`config.mk`:
```
export PLATFORM = sky130hd
export DESIGN_NAME = muxn_pipe_reg
export DESIGN_NICKNAME = d
export VERILOG_FILES = /design/src/rtl/mux_pkg.sv /design/src/rtl/muxn_andor.sv /design/src/rtl/muxn_pipe_reg.sv
export SDC_FILE = /design/constraint.sdc
export NUM_CORES = 1
export LEC_CHECK = 0
export ABC_CLOCK_PERIOD_IN_PS = 2300
export BUFFER_PORTS_ARGS = -buffer_cell sky130_fd_sc_hd__buf_4
export CAP_MARGIN = 20
export CORE_AREA = 2 2 72 74
export DETAILED_ROUTE_END_ITERATION = 10
export DIE_AREA = 0 0 74 76
export GPL_TIMING_DRIVEN = 0
export PLACE_DENSITY = 0.83
export SYNTH_ARGS = -nofsm -noshare
export SYNTH_HDL_FRONTEND = slang
export SYNTH_SLANG_ARGS = --single-unit
```
`constraint.sdc`:
```
create_clock -name clk_i -period 2.3 [get_ports clk_i]
set_input_delay 0.575 -clock clk_i [delete_from_list [all_inputs] [get_ports clk_i]]
set_output_delay 0.575 -clock clk_i [all_outputs]
set_load 0.05 [all_outputs]
```
`src/rtl/mux_pkg.sv`:
```
// -----------------------------------------------------------------------------
// mux_pkg
// Shared definitions for the N-input registered selector (muxn_pipe_reg) and
// its combinational AND-OR core (muxn_andor).
//   sel_width(n)  : select width for n inputs, never less than 1 bit.
//   MUX_ERR_DATA  : fill bit for the data word produced by an out-of-range
//                   select (the whole word is replicated from it).
// The beat record {data, sel, err} depends on the user's WIDTH/SEL_W, so it
// is declared as a packed struct inside the user module.
// -----------------------------------------------------------------------------
package mux_pkg;

    localparam logic MUX_ERR_DATA = '0;

    function automatic int sel_width(input int n);
        int w;
        w = $clog2(n);
        return (w < 1) ? 1 : w;
    endfunction

endpackage

```
`src/rtl/muxn_andor.sv`:
```
// -----------------------------------------------------------------------------
// muxn_andor
// Purely combinational NUM_IN-to-1 AND-OR selector.
// Ports:
//   i_data [NUM_IN*WIDTH] : packed inputs, input k at [k*WIDTH +: WIDTH]
//   i_sel  [SEL_W]        : binary select
//   o_data [WIDTH]        : selected word, MUX_ERR_DATA fill when out of range
//   o_err                 : i_sel >= NUM_IN
// -----------------------------------------------------------------------------
module muxn_andor
    import mux_pkg::*;
#(
    parameter int NUM_IN = 3,
    parameter int WIDTH  = 32,
    parameter int SEL_W  = sel_width(NUM_IN)
) (
    input  logic [NUM_IN*WIDTH-1:0] i_data,
    input  logic [SEL_W-1:0]        i_sel,
    output logic [WIDTH-1:0]        o_data,
    output logic                    o_err
);

    logic [WIDTH-1:0] w_or;

    // Each input is gated by a one-hot decode of the select and ORed in;
    // an out-of-range select matches no term.
    always_comb begin
        w_or = '0;
        for (int k = 0; k < NUM_IN; k++) begin
            w_or = w_or | (i_data[k*WIDTH +: WIDTH] & {WIDTH{i_sel == SEL_W'(k)}});
        end
    end

    // One extra bit so NUM_IN == 2**SEL_W is representable in the compare.
    assign o_err  = ({1'b0, i_sel} >= (SEL_W+1)'(NUM_IN));
    assign o_data = o_err ? {WIDTH{MUX_ERR_DATA}} : w_or;

endmodule

```
`src/rtl/muxn_pipe_reg.sv`:
```
// -----------------------------------------------------------------------------
// muxn_pipe_reg
// N-input, WIDTH-bit selector with a registered output stage and valid/ready
// handshakes on both sides, plus flush and out-of-range select detection.
//
// Handshake: a beat moves across an interface on a rising edge where its
// valid and ready are both high; valid/data are held by the sender until then.
// Input accept = in_valid_i && in_ready_o (in_ready_o is already low while
// flush_i is high). Output transfer = out_valid_o && out_ready_i.
//
// Ports:
//   clk_i, rst_i (async, active-high), flush_i (sync clear of held beats)
//   in_data_i [NUM_IN*WIDTH], in_sel_i [SEL_W], in_valid_i, in_ready_o
//   out_data_o [WIDTH], out_sel_o [SEL_W], out_err_o, out_valid_o, out_ready_i
//
// Build option MUXN_PIPE_SKID_EN: when defined, a second holding entry is
// added and in_ready_o comes straight from a register (no path from
// out_ready_i). When undefined, one output register; in_ready_o combinational.
// -----------------------------------------------------------------------------
module muxn_pipe_reg
    import mux_pkg::*;
#(
    parameter int NUM_IN = 3,
    parameter int WIDTH  = 32,
    parameter int SEL_W  = $clog2(NUM_IN)
) (
    input  logic                    clk_i,
    input  logic                    rst_i,
    input  logic                    flush_i,
    input  logic [NUM_IN*WIDTH-1:0] in_data_i,
    input  logic [SEL_W-1:0]        in_sel_i,
    input  logic                    in_valid_i,
    output logic                    in_ready_o,
    output logic [WIDTH-1:0]        out_data_o,
    output logic [SEL_W-1:0]        out_sel_o,
    output logic                    out_err_o,
    output logic                    out_valid_o,
    input  logic                    out_ready_i
);

    typedef struct packed {
        logic [WIDTH-1:0] data;
        logic [SEL_W-1:0] sel;
        logic             err;
    } beat_t;

    logic [WIDTH-1:0] w_sel_data;
    logic             w_sel_err;
    beat_t            w_in_beat;
    logic             w_accept;
    logic             w_xfer;

    beat_t            r_out;
    logic             r_valid;

    muxn_andor #(
        .NUM_IN (NUM_IN),
        .WIDTH  (WIDTH),
        .SEL_W  (SEL_W)
    ) u_andor (
        .i_data (in_data_i),
        .i_sel  (in_sel_i),
        .o_data (w_sel_data),
        .o_err  (w_sel_err)
    );

    assign w_in_beat = '{data: w_sel_data, sel: in_sel_i, err: w_sel_err};
    assign w_accept  = in_valid_i && in_ready_o;
    assign w_xfer    = r_valid && out_ready_i;

`ifdef MUXN_PIPE_SKID_EN
    beat_t r_skid;
    logic  r_skid_full;

    // Ready depends only on the skid entry being free: the output register
    // may be busy, in which case the incoming beat parks in the skid entry.
    assign in_ready_o = !flush_i && !r_skid_full;

    always_ff @(posedge clk_i or posedge rst_i) begin
        if (rst_i) begin
            r_out       <= '0;
            r_valid     <= 1'b0;
            r_skid      <= '0;
            r_skid_full <= 1'b0;
        end else if (flush_i) begin
            // Data registers keep their contents; only occupancy is cleared.
            r_valid     <= 1'b0;
            r_skid_full <= 1'b0;
        end else if (!r_valid || w_xfer) begin
            // Output register free this cycle: the older skid beat goes first.
            if (r_skid_full) begin
                r_out       <= r_skid;
                r_valid     <= 1'b1;
                r_skid_full <= w_accept;
                if (w_accept) begin
                    r_skid <= w_in_beat;
                end
            end else begin
                r_valid <= w_accept;
                if (w_accept) begin
                    r_out <= w_in_beat;
                end
            end
        end else if (w_accept) begin
            r_skid      <= w_in_beat;
            r_skid_full <= 1'b1;
        end
    end
`else
    // Accept whenever the output register is empty or leaving this cycle.
    assign in_ready_o = !flush_i && (!r_valid || out_ready_i);

    always_ff @(posedge clk_i or posedge rst_i) begin
        if (rst_i) begin
            r_out   <= '0;
            r_valid <= 1'b0;
        end else if (flush_i) begin
            r_valid <= 1'b0;
        end else if (!r_valid || w_xfer) begin
            r_valid <= w_accept;
            if (w_accept) begin
                r_out <= w_in_beat;
            end
        end
    end
`endif

    assign out_data_o  = r_out.data;
    assign out_sel_o   = r_out.sel;
    assign out_err_o   = r_out.err;
    assign out_valid_o = r_valid;

endmodule

```
; After elaboration in Yosys (flattened, before gate mapping)
; Index checks and enable logic that the tools add are counted.
; W data, S select, Z words.
[totals]
input_bits = 103
elab_cells = 26
out_inout_bits = 37
reg_bits = 36
[op_classes]
n_reduce_logical = 10
n_mux = 3
eq_ne = 2
bitwise_logic = 6
order_cmp = 1
[op_table]
columns = op, n
row1 = $and A32 B32 Y32, 3
row2 = $or A32 B32 Y32, 2
row3 = $mux W32, 1
row4 = $logic_and A1 B1 Y1, 3
row5 = $reduce_and A3 Y1, 1
row6 = $eq A2 B1 Y1 const B, 1
row7 = $eq A2 B2 Y1 const B, 1
row8 = $ge A2 B2 Y1 const B, 1
row9 = $logic_not A1 Y1, 2
row10 = $logic_not A2 Y1, 1
row11 = $logic_or A1 B1 Y1, 2
row12 = $mux W1, 2
row13 = $reduce_bool A2 Y1, 1
row14 = $not A1 Y1, 1

; Longest topological paths before layout
; Gate-level depths: netlist (run 1).
[depth]
word_depth = 6
mapped_depth = 6
depth_no_buf = 3

; By module
; From an unflattened synthesis (run 1), not the netlist that was laid out.
[unflattened]
cells_unflattened = 158
hier_area_um2 = 2323.5
[modules_own_cells]
columns = mod, cells_each, area_each_um2, instances, seq_area_each_um2
row1 = muxn_pipe_reg, 80, 1376.3, 1, 900.9
row2 = muxn_andor, 78, 947.2, 1, 0.0

; Worst setup path after synthesis (run 1)
; Ideal clock, no wire load.
[synth_path]
kind = reg-to-output
from = reg r_valid (netlist: out_valid_o)
to = out in_ready_o
n_path_buf = 0
path_slack_ns = 0.313
stages_incl_launch_ff = 3
required_time_ns = 1.725
arrival_ns = 1.412
path_cell_list = dfrtp_1 > nor2b_4 > nor2_1
[synth_between]
elab_chain_len = 3
[synth_lines]
columns = item, line
row1 = "start, declared", muxn_pipe_reg.sv:54  ; logic r_valid;
row2 = "start signal, assigned", muxn_pipe_reg.sv:120  ; r_valid <= w_accept;
row3 = $logic_not A1 Y1, muxn_pipe_reg.sv:111  ; assign in_ready_o = !flush_i && (!r_valid || out_ready_i);
row4 = $logic_or A1 B1 Y1, muxn_pipe_reg.sv:111
row5 = $logic_and A1 B1 Y1, muxn_pipe_reg.sv:111
row6 = "end, declared", muxn_pipe_reg.sv:33  ; output logic in_ready_o,
; Every way passes these cells.

; Final worst setup path (run 1)
; Same ends and word-level chain as after synthesis.

==> impl_results.md, run 1 <==
* Outcome: complete, no violations
* Layout cell share with drive strength beyond 1 at around 64%
* Area taken by multi-input logic gates at between 0.001 and 0.0015 mm²
* Post-synthesis mux area share at between 30 and 40%
* Initial antenna violation count at 0
* Clk slew on worst S/H paths at approximately 0.07 ns
* Core area at around 0.005 mm²
* Drt total wl at about 5400 µm
* Seq cells post-synth at 36
* Cells along the critical path: nor2b_4, nor2_1, buf_4
* Number of global-route vias before repair at approximately 1,800
* Top Family by Delay on Critical Path: flip-flops
* Mean Syn Cell Area at approximately 13 µm²
* Post-synthesis cell count at between 150 and 200
* Total gr overflow at 0
* Async SR Flop Fraction at 100%
* I/O pin cnt at 140
* CTS H-tree lvls at 2
* Post-cts sizing count at 0
* M1 GR Usage at between 20% and 30%
* Setup WS pre-CTS at approximately 0.43 ns
* Port bufs at roughly 140
* Slew Limit Fails at 0
* Clk_lat worst skew at between 0.2 and 0.3 ns
* DRC Markers at 0
* Routing usage on met3 at 6.35%
* DIE AREA at 0.00562 mm²
* Drt via density at 4.85
* Most common library cell in the layout ignoring fill and taps: buf_4
* Initial core utilization at between 40% and 50%
* Met2 usage at 32.9%
* Fmax at between 600 and 700 MHz
* CTS max path bufs at 2
* Number of inserted diodes at 0
* Setup crit end kind: output pin
* Fin worst setup slack at about 0.64 ns
* First-pass GRT wire length at about 8400 µm
* Busiest grt layer: met2
* Startpoint types: flip-flop
* Max_cap viols at 0
* Final setup violation count at 0
* Die width at roughly 74 µm
* Synth Area in Compound Gates at around an eighth
* Final hold violation count at 0
* Worst Path Required at 1.73 ns
* Num CTS Buffers at 5
* Die height at approximately 76 µm
* DR WL/cell at around 14 µm
* Initial drt markers at 39
* Clock sink count at 36
* Root Buffer Master: clkbuf_8
* Area Overhead vs Synth at 59.5%
* Maximum vdd ir drop at about 0.36 mV
* Final critical-path share of the clock period at 72.2%
* CP max FO at 3
* Worst path bufs/invs at 1
* Post-Syn Nets at 262
* Worst path arrival time at 1.09 ns
* Post-layout util at between 60% and 70%
* Setup TNS at 0 ns
* Adder-Cell Fraction of Synth Area at 0%
* Slew HR at a little over two fifths
* Synth Area in XOR/XNOR at 0%
* Pin count of the biggest net entering global routing at 21
* Hold_buf cts at 0
* Post-DRT Antenna Nets at 0
* Vias at 1,820
* RSZ-0062 raised after global routing: no
* Yosys Warn Count at 0
* GRT Util Overall at between 15 and 20%
* Critical path type: flip-flop to output pin
* Min Tclk post-route at ~1.7 ns
* First-pass iteration count of the detailed router at 3
* Placer Congestion at roughly 0.73
* Row Count at 26
* Number of fill cells at 400
* Combinational family with the most area after synthesis: multiplexers
* Register area at around 900 µm²
* Final net count at approximately 400
* Lkg Pwr at 0.00170 µW
* CP max stage delay at 0.38 ns
* Min-Delay Path Class: primary input to asynchronous set/reset pin
* Post-synthesis sequential area ratio at between 40% and 50%
* Worst-Margin Slew at approximately 0.86 ns
* Worst path slowest cell: dfrtp_1
* Clock skew at roughly 0.0060 ns
* Post-synthesis simple-gate area fraction at between 2 and 3%
* WHS at 0.464 ns
* Synth unique cells at 15
* HPWL after DPL at between 4000 and 5000 µm
* Most frequent cells in the layout: buf_4, dfrtp_1, mux2i_1
* Tot Pwr at between 2000 and 2500 µW
* Post-synth EDFFs at 0
* Cell Pwr Density at around 720 mW/mm²
* # Post-CTS Setup Buffers at 0
* Mapped cell area at approximately 0.0021 mm²
* CTS tree: yes
* Main flop type after synthesis: dfrtp_1
Yosys cell counts (2+ instances only):
| master | number | area [µm²] |
|---|---|---|
| buf_2 | 3 | 15.0 |
| buf_4 | 3 | 22.5 |
| buf_6 | 6 | 67.6 |
| clkbuf_1 | 3 | 11.3 |
| dfrtp_1 | 36 | 901 |
| inv_1 | 2 | 7.51 |
| mux2_2 | 24 | 270 |
| mux2_4 | 10 | 150 |
| mux2i_1 | 33 | 330 |
| nor2_1 | 3 | 11.3 |
| o2bb2ai_1 | 32 | 280 |
where the power goes:
part           internal, µW  switching, µW
sequential              751           60.5
clock                   320            223
combinational           441            633
logic make-up (layout without fill, tap and decap cells):
group	after synthesis	after routing
AO/OA/AOI/OAI	32	32
buffers and inverters	17	163
flip-flops	36	36
multiplexers	67	67
AND/OR/NAND/NOR	7	7
state kept, by name, indices dropped and copies added (netlist names):
name and cells:
out_valid_o 1, out_data_o 32, out_err_o 1, out_sel_o 2
final timing paths:
path	startpoint	end	slack [ns]	cells after the start
setup / recovery	out_valid_o$_DFFE_PP0P_	in_ready_o	0.64	3
hold / removal	rst_i	out_data_o[12]$_DFFE_PP0P_	0.46	2
setup reg to reg	out_valid_o$_DFFE_PP0P_	out_data_o[22]$_DFFE_PP0P_	0.67	4
hold reg to reg	out_data_o[30]$_DFFE_PP0P_	out_data_o[30]$_DFFE_PP0P_	0.51	1
max in group asynchronous	rst_i	out_data_o[8]$_DFFE_PP0P_	1.26	3
min in group clk_i	flush_i	out_valid_o$_DFFE_PP0P_	0.48	2
area by class of cell:
type,instances,share of cell area (%)
multi-input cells,106,32.2
repair buffers,138,31.4
flip-flops and latches,36,26.8
plain buffers,15,3.46
well taps,70,2.60
clock buffers,5,2.05
clock inverters,3,1.26
inverters,2,0.223
per-stage QoR:
stage          area [µm²]  cells
6_report             3360    375
5_1_grt              3360    375
4_1_cts              3360    375
3_5_place_dp         3250    367
3_3_place_gp         3230    366
2_1_floorplan        2110    159
metal layers:
metal	share of wire, %	routed length [µm]
met3	9.0	487
met5	0	0
met4	1.3	72
met2	52	2790
met1	38	2050
Note: power is estimated with default switching activity, not from simulation.
==> run 2: changes to the inputs <==
Settings changed: ABC_AREA set to 1, ABC_CLOCK_PERIOD_IN_PS 2300 to 1700, CORE_AREA 2 2 72 74 to 2 2 75 77, DIE_AREA 0 0 74 76 to 0 0 77 79, PLACE_DENSITY 0.83 to 0.78.
Clock period 2.3 ns to 1.7 ns, I/O delays scaled along.
==> run 2 against run 1 <==
  * Register-to-register slack worse by 0.20 ns
  * Sequential cell count unchanged
  * Worst hold slack worse by 0.13 ns
  * Synthesized cell count up 91%
  * Total power up 21%
  * Clock power up 12%
  * Critical path depth up 1
  * First-iteration DRC count rose to 3.0 times the previous value
  * Critical path type unchanged
  * Critical endpoint unchanged
  * Largest cell class unchanged
==> impl_results.md, run 2 <==
* Fmax at between 600 and 700 MHz
* Post-cts sizing count at 0 (unchanged)
* R2R Path Start: out_valid_o$_DFFE_PP0P_ (unchanged)
* First-pass GRT wire length at 11,400 µm (was 8420 µm)
* Clock sink count at 36 (unchanged)
* DRC Markers at 0 (unchanged)
* Share of the synthesized area in the top cell type at 42.0% (was 42.7%)
* Top post-synthesis cells by area: dfrtp_1, nand2_1, nand3_1 (was dfrtp_1, mux2i_1, o2bb2ai_1)
* Startpoint types: flip-flop (unchanged)
* Port bufs at 137 (unchanged)
* HPWL after DPL at 5260 µm (was 4330 µm)
* Min Tclk post-route at ~1.5 ns
* Main flop type after synthesis: dfrtp_1 (unchanged)
* Async SR Flop Fraction at 100% (unchanged)
* Most frequent cells in the layout: buf_4, nand2_1, nand3_1 (was buf_4, dfrtp_1, mux2i_1)
* Initial drt markers at 118 (was 39)
* Number of fill cells at 505 (was 400)
* WHS at 0.330 ns (was 0.464 ns)
* Met2 usage at 41.6% (was 32.9%)
* # Post-CTS Setup Buffers at 0 (unchanged)
* Slew HR at 42.3% (was 42.8%)
* DR WL/cell at 13.2 µm (was 14.4 µm)
* Max_cap viols at 0 (unchanged)
* Clk_lat worst skew at 0.28 ns (was 0.29 ns)
* Worst path slowest cell: dfrtp_1 (unchanged)
* Clock skew at 0.00360 ns (was 0.00601 ns)
* Top Family by Delay on Critical Path: flip-flops (unchanged)
* Drt via density at 4.94 (was 4.85)
* Num CTS Buffers at 5 (unchanged)
* I/O pin cnt at 140 (unchanged)
* Outcome: complete, no violations (unchanged)
* Post-Syn Nets at 406 (was 262)
* Core area at 0.00534 mm² (was 0.00491 mm²)
* Initial core utilization at 40.2% (was 42.9%)
* Yosys Warn Count at 0 (unchanged)
* Synth area leader: dfrtp_1 (unchanged)
* Worst path bufs/invs at 2 (was 1)
* Worst path arrival time at 1.04 ns (was 1.09 ns)
* Lkg Pwr at 0.00190 µW (was 0.00170 µW)
* CP max stage delay at 0.39 ns (was 0.38 ns)
* Number of global-route vias before repair at 2,446 (was 1,846)
* Die height at 79 µm (was 76 µm)
* Area Overhead vs Synth at 57.7% (was 59.5%)
* Post-synth EDFFs at 0 (unchanged)
* Row Count at 27 (was 26)
* DIE AREA at 0.00608 mm² (was 0.00562 mm²)
* Setup crit end kind: output pin (unchanged)
* Critical path type: flip-flop to output pin (unchanged)
* CTS tree: yes (unchanged)
* Maximum vdd ir drop at 0.405 mV (was 0.361 mV)
* RSZ-0062 raised after global routing: no (unchanged)
* Clk slew on worst S/H paths at 0.06 ns (was 0.07 ns)
* Placer Congestion at 0.778 (was 0.728)
* Slew Limit Fails at 0 (unchanged)
* Most common library cell in the layout ignoring fill and taps: buf_4 (unchanged)
* Hold_buf cts at 0 (unchanged)
* Seq cells post-synth at 36 (unchanged)
* Final critical-path share of the clock period at between 80 and 90%
* Post-synth top cells: nand2_1, nand3_1, dfrtp_1 (was dfrtp_1, mux2i_1, o2bb2ai_1)
* Max FFs per register at 32 (unchanged)
* Final net count at 551 (was 407)
* Die width at 77 µm (was 74 µm)
* Post-synthesis sequential area ratio at 42.0% (was 42.7%)
* Register area at 901 µm² (unchanged)
* Worst Path Required at 1.27 ns (was 1.73 ns)
* Routing usage on met3 at 5.45% (was 6.35%)
* Cell Pwr Density at 867 mW/mm² (was 722 mW/mm²)
* Min-Delay Path Class: primary input to asynchronous set/reset pin (unchanged)
* Post-route cell area at 0.00338 mm² (was 0.00336 mm²)
* Synth unique cells at 13 (was 15)
* CTS max path bufs at 2 (unchanged)
* Post-synthesis cell count at 303 (was 159)
* Drt total wl at 6880 µm (was 5400 µm)
* Pin count of the biggest net entering global routing at 22 (was 21)
* CTS H-tree lvls at 2 (unchanged)
* Root Buffer Master: clkbuf_8 (unchanged)
* Area taken by multi-input logic gates at 0.00104 mm² (was 0.00108 mm²)
* Layout cell share with drive strength beyond 1 at 38.3% (was 63.6%)
* Worst-Margin Slew at 0.864 ns (was 0.857 ns)
* Final hold violation count at 0 (unchanged)
* Mean Syn Cell Area at 7.07 µm² (was 13.3 µm²)
* Vias at 2,574 (was 1,820)
* Busiest grt layer: met2 (unchanged)
* Most common cell in the synthesized netlist: nand2_1 (was dfrtp_1)
* Post-DRT Antenna Nets at 0 (unchanged)
* Crit path launch: out_valid_o$_DFFE_PP0P_ (unchanged)
* First-pass iteration count of the detailed router at 5 (was 3)
* M1 GR Usage at 28.4% (was 22.1%)
* Final setup violation count at 0 (unchanged)
* Tot Pwr at 2930 µW (was 2430 µW)
* CP max FO at 3 (unchanged)
* Initial antenna violation count at 0 (unchanged)
* GRT Util Overall at 23.6% (was 19.3%)
* Mapped cell area at 0.00214 mm² (was 0.00211 mm²)
* Number of inserted diodes at 0 (unchanged)
* Cells along the critical path: nand2_2, nand2_1, inv_1, buf_4 (was nor2b_4, nor2_1, buf_4)
* Dpl cell area at 0.00329 mm² (was 0.00325 mm²)
* Total gr overflow at 0 (unchanged)
-- run 2: changes by cell type in the layout (fill, tap and decap cells not counted), moves of 3 or more --
cell / delta
mux2_2: -24
mux2_4: -10
inv_2: +3
nor2_1: -3
nand3_1: +96
buf_2: +6
mux2i_1: -33
o2bb2ai_1: -32
nand2_1: +132
o21ai_0: +4
-- run 2: layer usage --
layer	up-vias	part of all wire (%)
met3	13	7.3
li1	1278	-
met2	111	50
met1	1172	41
met5	-	0
met4	0	2.1
-- run 2: path summary, 6_finish.rpt --
| kind | slack (ns) | end | cells past startpoint |
|---|---|---|---|
| min | 0.33 | out_data_o[15]$_DFFE_PP0P_ | 2 |
| min reg2reg | 0.48 | out_data_o[4]$_DFFE_PP0P_ | 2 |
| max in group asynchronous | 0.80 | out_data_o[2]$_DFFE_PP0P_ | 3 |
| min in group clk_i | 0.34 | out_valid_o$_DFFE_PP0P_ | 2 |
| max reg2reg | 0.47 | out_data_o[31]$_DFFE_PP0P_ | 6 |
| max | 0.24 | in_ready_o | 4 |
-- run 2: power by group --
group / leakage [µW] / total [µW] / internal, µW / switching (µW)
Combinational: 0.00139 / 1260 / 459 / 800
Sequential: 0.000462 / 1060 / 987 / 75.1
Clock: 0.0000455 / 608 / 330 / 277
-- run 2: logic make-up (layout without fill, tap and decap cells) --
logic type | Yosys count | count (layout) | synth area share (%)
and+or+nand+nor | 232 | 232 | 47.4
DFF | 36 | 36 | 42.0
buffers and inverters | 31 | 177 | 9.63
AOI/OAI and AO/OA | 4 | 4 | 0.934
-- run 2: worst register-to-register path, cell delays in order (launching register included) --
cell,delay (ns)
dfrtp_1,0.39
nand2_2,0.10
nand3_2,0.13
buf_4,0.20
buf_4,0.17
nand2_1,0.06
nand2_1,0.06
-- run 2: area by class of cell --
cell class                 count  area share (%)
sequential                    36            26.7
multi-input combinational    236            30.7
tap                           72            2.67
buffer                        24            5.33
timing repair buffer         138            31.2
clock buffer                   8            2.67
inverter                       7           0.777
-- run 2: stage by stage --
| step | setup TNS (ns) | std cells | util (%) | worst slack (ns) |
|---|---|---|---|---|
| after floorplan | 0 | 303 | - | 0.201 |
| after global placement | -1.00 | 512 | 61.1 | -0.0298 |
| after detailed placement | 0 | 513 | 61.6 | 0.265 |
| after CTS | 0 | 521 | 63.3 | 0.218 |
| after global routing | 0 | 521 | 63.3 | 0.151 |
| final | 0 | 521 | 63.3 | 0.236 |
==> run 3: changes to the inputs <==
Settings changed: BUFFER_PORTS_ARGS -buffer_cell sky130_fd_sc_hd__buf_4 to -buffer_cell sky130_fd_sc_hd__buf_2, CORE_AREA 2 2 75 77 to 2 2 76 78, DIE_AREA 0 0 77 79 to 0 0 78 80, PLACE_DENSITY 0.78 to 0.79, SYNTH_HIERARCHICAL set to 1.
==> run 3 against run 2 <==
  * Synthesized area increased by 6.1%
  * Combinational power down 9%
  * Sequential power hardly changed
  * Clock-buffer cell count fell by 2
  * Via count grew 8.2%
==> impl_results.md, run 3 <==
* Post-synth top cells: nand2_1, nand3_1, dfrtp_1 (unchanged)
* Most common cell in the synthesized netlist: nand2_1 (unchanged)
* Post-Syn Nets at 414 (was 406)
* Die width at 78 µm (was 77 µm)
* Vias at 2,784 (was 2,574)
* Startpoint types: flip-flop (unchanged)
* Seq cells post-synth at 36 (unchanged)
* First-pass GRT wire length at 11,800 µm (was 11,400 µm)
* M1 GR Usage at 29.4% (was 28.4%)
* CTS tree: yes (unchanged)
* Drt total wl at 7340 µm (was 6880 µm)
* Worst-Margin Slew at 0.682 ns (was 0.864 ns)
* Share of the synthesized area in the top cell type at 39.6% (was 42.0%)
* CTS max path bufs at 2 (unchanged)
* HPWL after DPL at 5540 µm (was 5260 µm)
* Async SR Flop Fraction at 100% (unchanged)
* Final hold violation count at 0 (unchanged)
* WHS at 0.236 ns (was 0.330 ns)
* GRT Util Overall at 23.6% (about the same)
* Critical path type: flip-flop to output pin (unchanged)
* I/O pin cnt at 140 (unchanged)
* Cell Pwr Density at 891 mW/mm² (was 867 mW/mm²)
* Slew HR at 54.5% (was 42.3%)
* Register area at 901 µm² (unchanged)
* Number of global-route vias before repair at 2,612 (was 2,446)
* Final net count at 560 (was 551)
* Top post-synthesis cells by area: dfrtp_1, nand3_1, nand2_1 (was dfrtp_1, nand2_1, nand3_1)
* DR WL/cell at 13.8 µm (was 13.2 µm)
* Final critical-path share of the clock period at 90.4% (was 86.1%)
* Die height at 80 µm (was 79 µm)
* Port bufs at 138 (was 137)
* Clk slew on worst S/H paths at 0.07 ns (was 0.06 ns)
* Most frequent cells in the layout: buf_2, nand2_1, nand3_1 (was buf_4, nand2_1, nand3_1)
* Area Overhead vs Synth at 39.8% (was 57.7%)
* Main flop type after synthesis: dfrtp_1 (unchanged)
* R2R Path Start: out_valid_o$_DFFE_PP0P_ (unchanged)
* Worst Path Required at 1.27 ns (about the same)
* Initial antenna violation count at 0 (unchanged)
* First-pass iteration count of the detailed router at 4 (was 5)
* Most common library cell in the layout ignoring fill and taps: buf_2 (was buf_4)
* Register-to-Register Path Depth at 5 (was 6)
* Clock sink count at 36 (unchanged)
* Busiest grt layer: met2 (unchanged)
* Met2 usage at 42.6% (was 41.6%)
* Initial core utilization at 42.1% (was 40.2%)
* Num CTS Buffers at 5 (unchanged)
* Tot Pwr at 2830 µW (was 2930 µW)
* Initial drt markers at 189 (was 118)
* Post-DRT Antenna Nets at 0 (unchanged)
* Worst path arrival time at 1.11 ns (was 1.04 ns)
* CP max FO at 3 (unchanged)
* Mean Syn Cell Area at 7.31 µm² (was 7.07 µm²)
* Hold_buf cts at 0 (unchanged)
* Min-Delay Path Class: primary input to asynchronous set/reset pin (unchanged)
* R2R setup slack at 0.53 ns (was 0.47 ns)
* Maximum vdd ir drop at 0.437 mV (was 0.405 mV)
* RR Endpoint: out_data_o[13]$_DFFE_PP0P_ (was out_data_o[31]$_DFFE_PP0P_)
* Setup WS pre-CTS at 0.288 ns (was 0.265 ns)
* Final setup violation count at 0 (unchanged)
* Post-synth EDFFs at 0 (unchanged)
* Outcome: complete, no violations (unchanged)
* Placer Congestion at 0.793 (was 0.778)
* Synth unique cells at 14 (was 13)
* Area taken by multi-input logic gates at 0.00115 mm² (was 0.00104 mm²)
* CTS H-tree lvls at 2 (unchanged)
* Pin count of the biggest net entering global routing at 22 (unchanged)
* Lkg Pwr at 0.00184 µW (was 0.00190 µW)
* Number of inserted diodes at 0 (unchanged)
* Clock skew at 0.00578 ns (was 0.00360 ns)
* Synth area leader: dfrtp_1 (unchanged)
* Post-synthesis sequential area ratio at 39.6% (was 42.0%)
* Total gr overflow at 0 (unchanged)
* Clk_lat worst skew at 0.28 ns (about the same)
* Routing usage on met3 at 4.41% (was 5.45%)
* Slew Limit Fails at 0 (unchanged)
* Setup crit end kind: output pin (unchanged)
* Mapped cell area at 0.00227 mm² (was 0.00214 mm²)
* Post-cts sizing count at 0 (unchanged)
* Row Count at 27 (unchanged)
* Max_cap viols at 0 (unchanged)
* DIE AREA at 0.00624 mm² (was 0.00608 mm²)
* RSZ-0062 raised after global routing: no (unchanged)
* Number of fill cells at 540 (was 505)
* Layout cell share with drive strength beyond 1 at 40.4% (was 38.3%)
* # Post-CTS Setup Buffers at 0 (unchanged)
* Fmax at 651 MHz (was 683 MHz)
* Root Buffer Master: clkbuf_8 (unchanged)
* Min Tclk post-route at 1.54 ns (was 1.46 ns)
* Fin worst setup slack at 0.163 ns (was 0.236 ns)
* Yosys Warn Count at 6 (was 0)
* Core area at 0.00541 mm² (was 0.00534 mm²)
* DRC Markers at 0 (unchanged)
* Post-synthesis cell count at 311 (was 303)
* Drt via density at 5.25 (was 4.94)
* Max FFs per register at 32 (unchanged)
-- run 3: cell count changes after synthesis, moves of 2 or more --
cell	delta
nand4_1	+35
inv_1	-2
o21ai_0	-3
buf_2	+6
clkbuf_1	-2
buf_4	+5
buf_6	-3
nand2_1	-30
-- run 3: power breakdown --
| group | switching (µW) | internal [µW] | total [µW] |
|---|---|---|---|
| Combinational | 829 | 326 | 1150 |
| Clock | 297 | 323 | 620 |
| Sequential | 70.7 | 986 | 1060 |
-- run 3: worst max-delay path by stage --
stage / from / to / slack, ns
finish: out_valid_o$_DFFE_PP0P_ / in_ready_o / 0.16
global route: out_valid_o$_DFFE_PP0P_ / in_ready_o / 0.08
CTS: out_valid_o$_DFFE_PP0P_ / in_ready_o / 0.15
detailed placement: in_sel_i[0] / out_data_o[19]$_DFFE_PP0P_ / 0.29
global placement: rst_i / out_data_o[27]$_DFFE_PP0P_ / -0.004
floorplan: out_valid_o$_DFFE_PP0P_ / in_ready_o / 0.12
-- run 3: kinds of logic after synthesis --
family / share of synthesized area [%]
AO/OA/AOI/OAI: 0.440
AND/OR/NAND/NOR: 49.9
buffers and inverters: 10.1
flip-flops: 39.6
-- run 3: worst max-delay path: stages (launching register included) --
cell	delay [ns]
dfrtp_1	0.43
a21oi_2	0.14
buf_2	0.26
-- run 3: cell type report --
class / instances / area share, %
Clock inverter: 2 / 0.315
Inverter: 6 / 0.708
Multi-Input combinational cell: 239 / 36.1
Tap cell: 72 / 2.83
Timing Repair Buffer: 139 / 22.6
Buffer: 30 / 6.49
Sequential cell: 36 / 28.3
Clock buffer: 6 / 2.60
-- run 3: per-stage QoR --
step / util, % / setup TNS, ns / area (µm²) / cells
global placement: 56.6 / -0.0846 / 3060 / 521
detailed placement: 57.1 / 0 / 3090 / 522
CTS: 58.8 / 0 / 3180 / 530
finish: 58.8 / 0 / 3180 / 530
global route: 58.8 / 0 / 3180 / 530
floorplan: - / 0 / 2280 / 311
-- run 3: routing by layer --
metal	wire [µm]	vias to the layer above	share of wire (%)
li1	-	1370	-
met1	3180	1289	43
met2	3570	120	49
met3	539	5	7.3
met4	55	0	0.75
met5	0	-	0
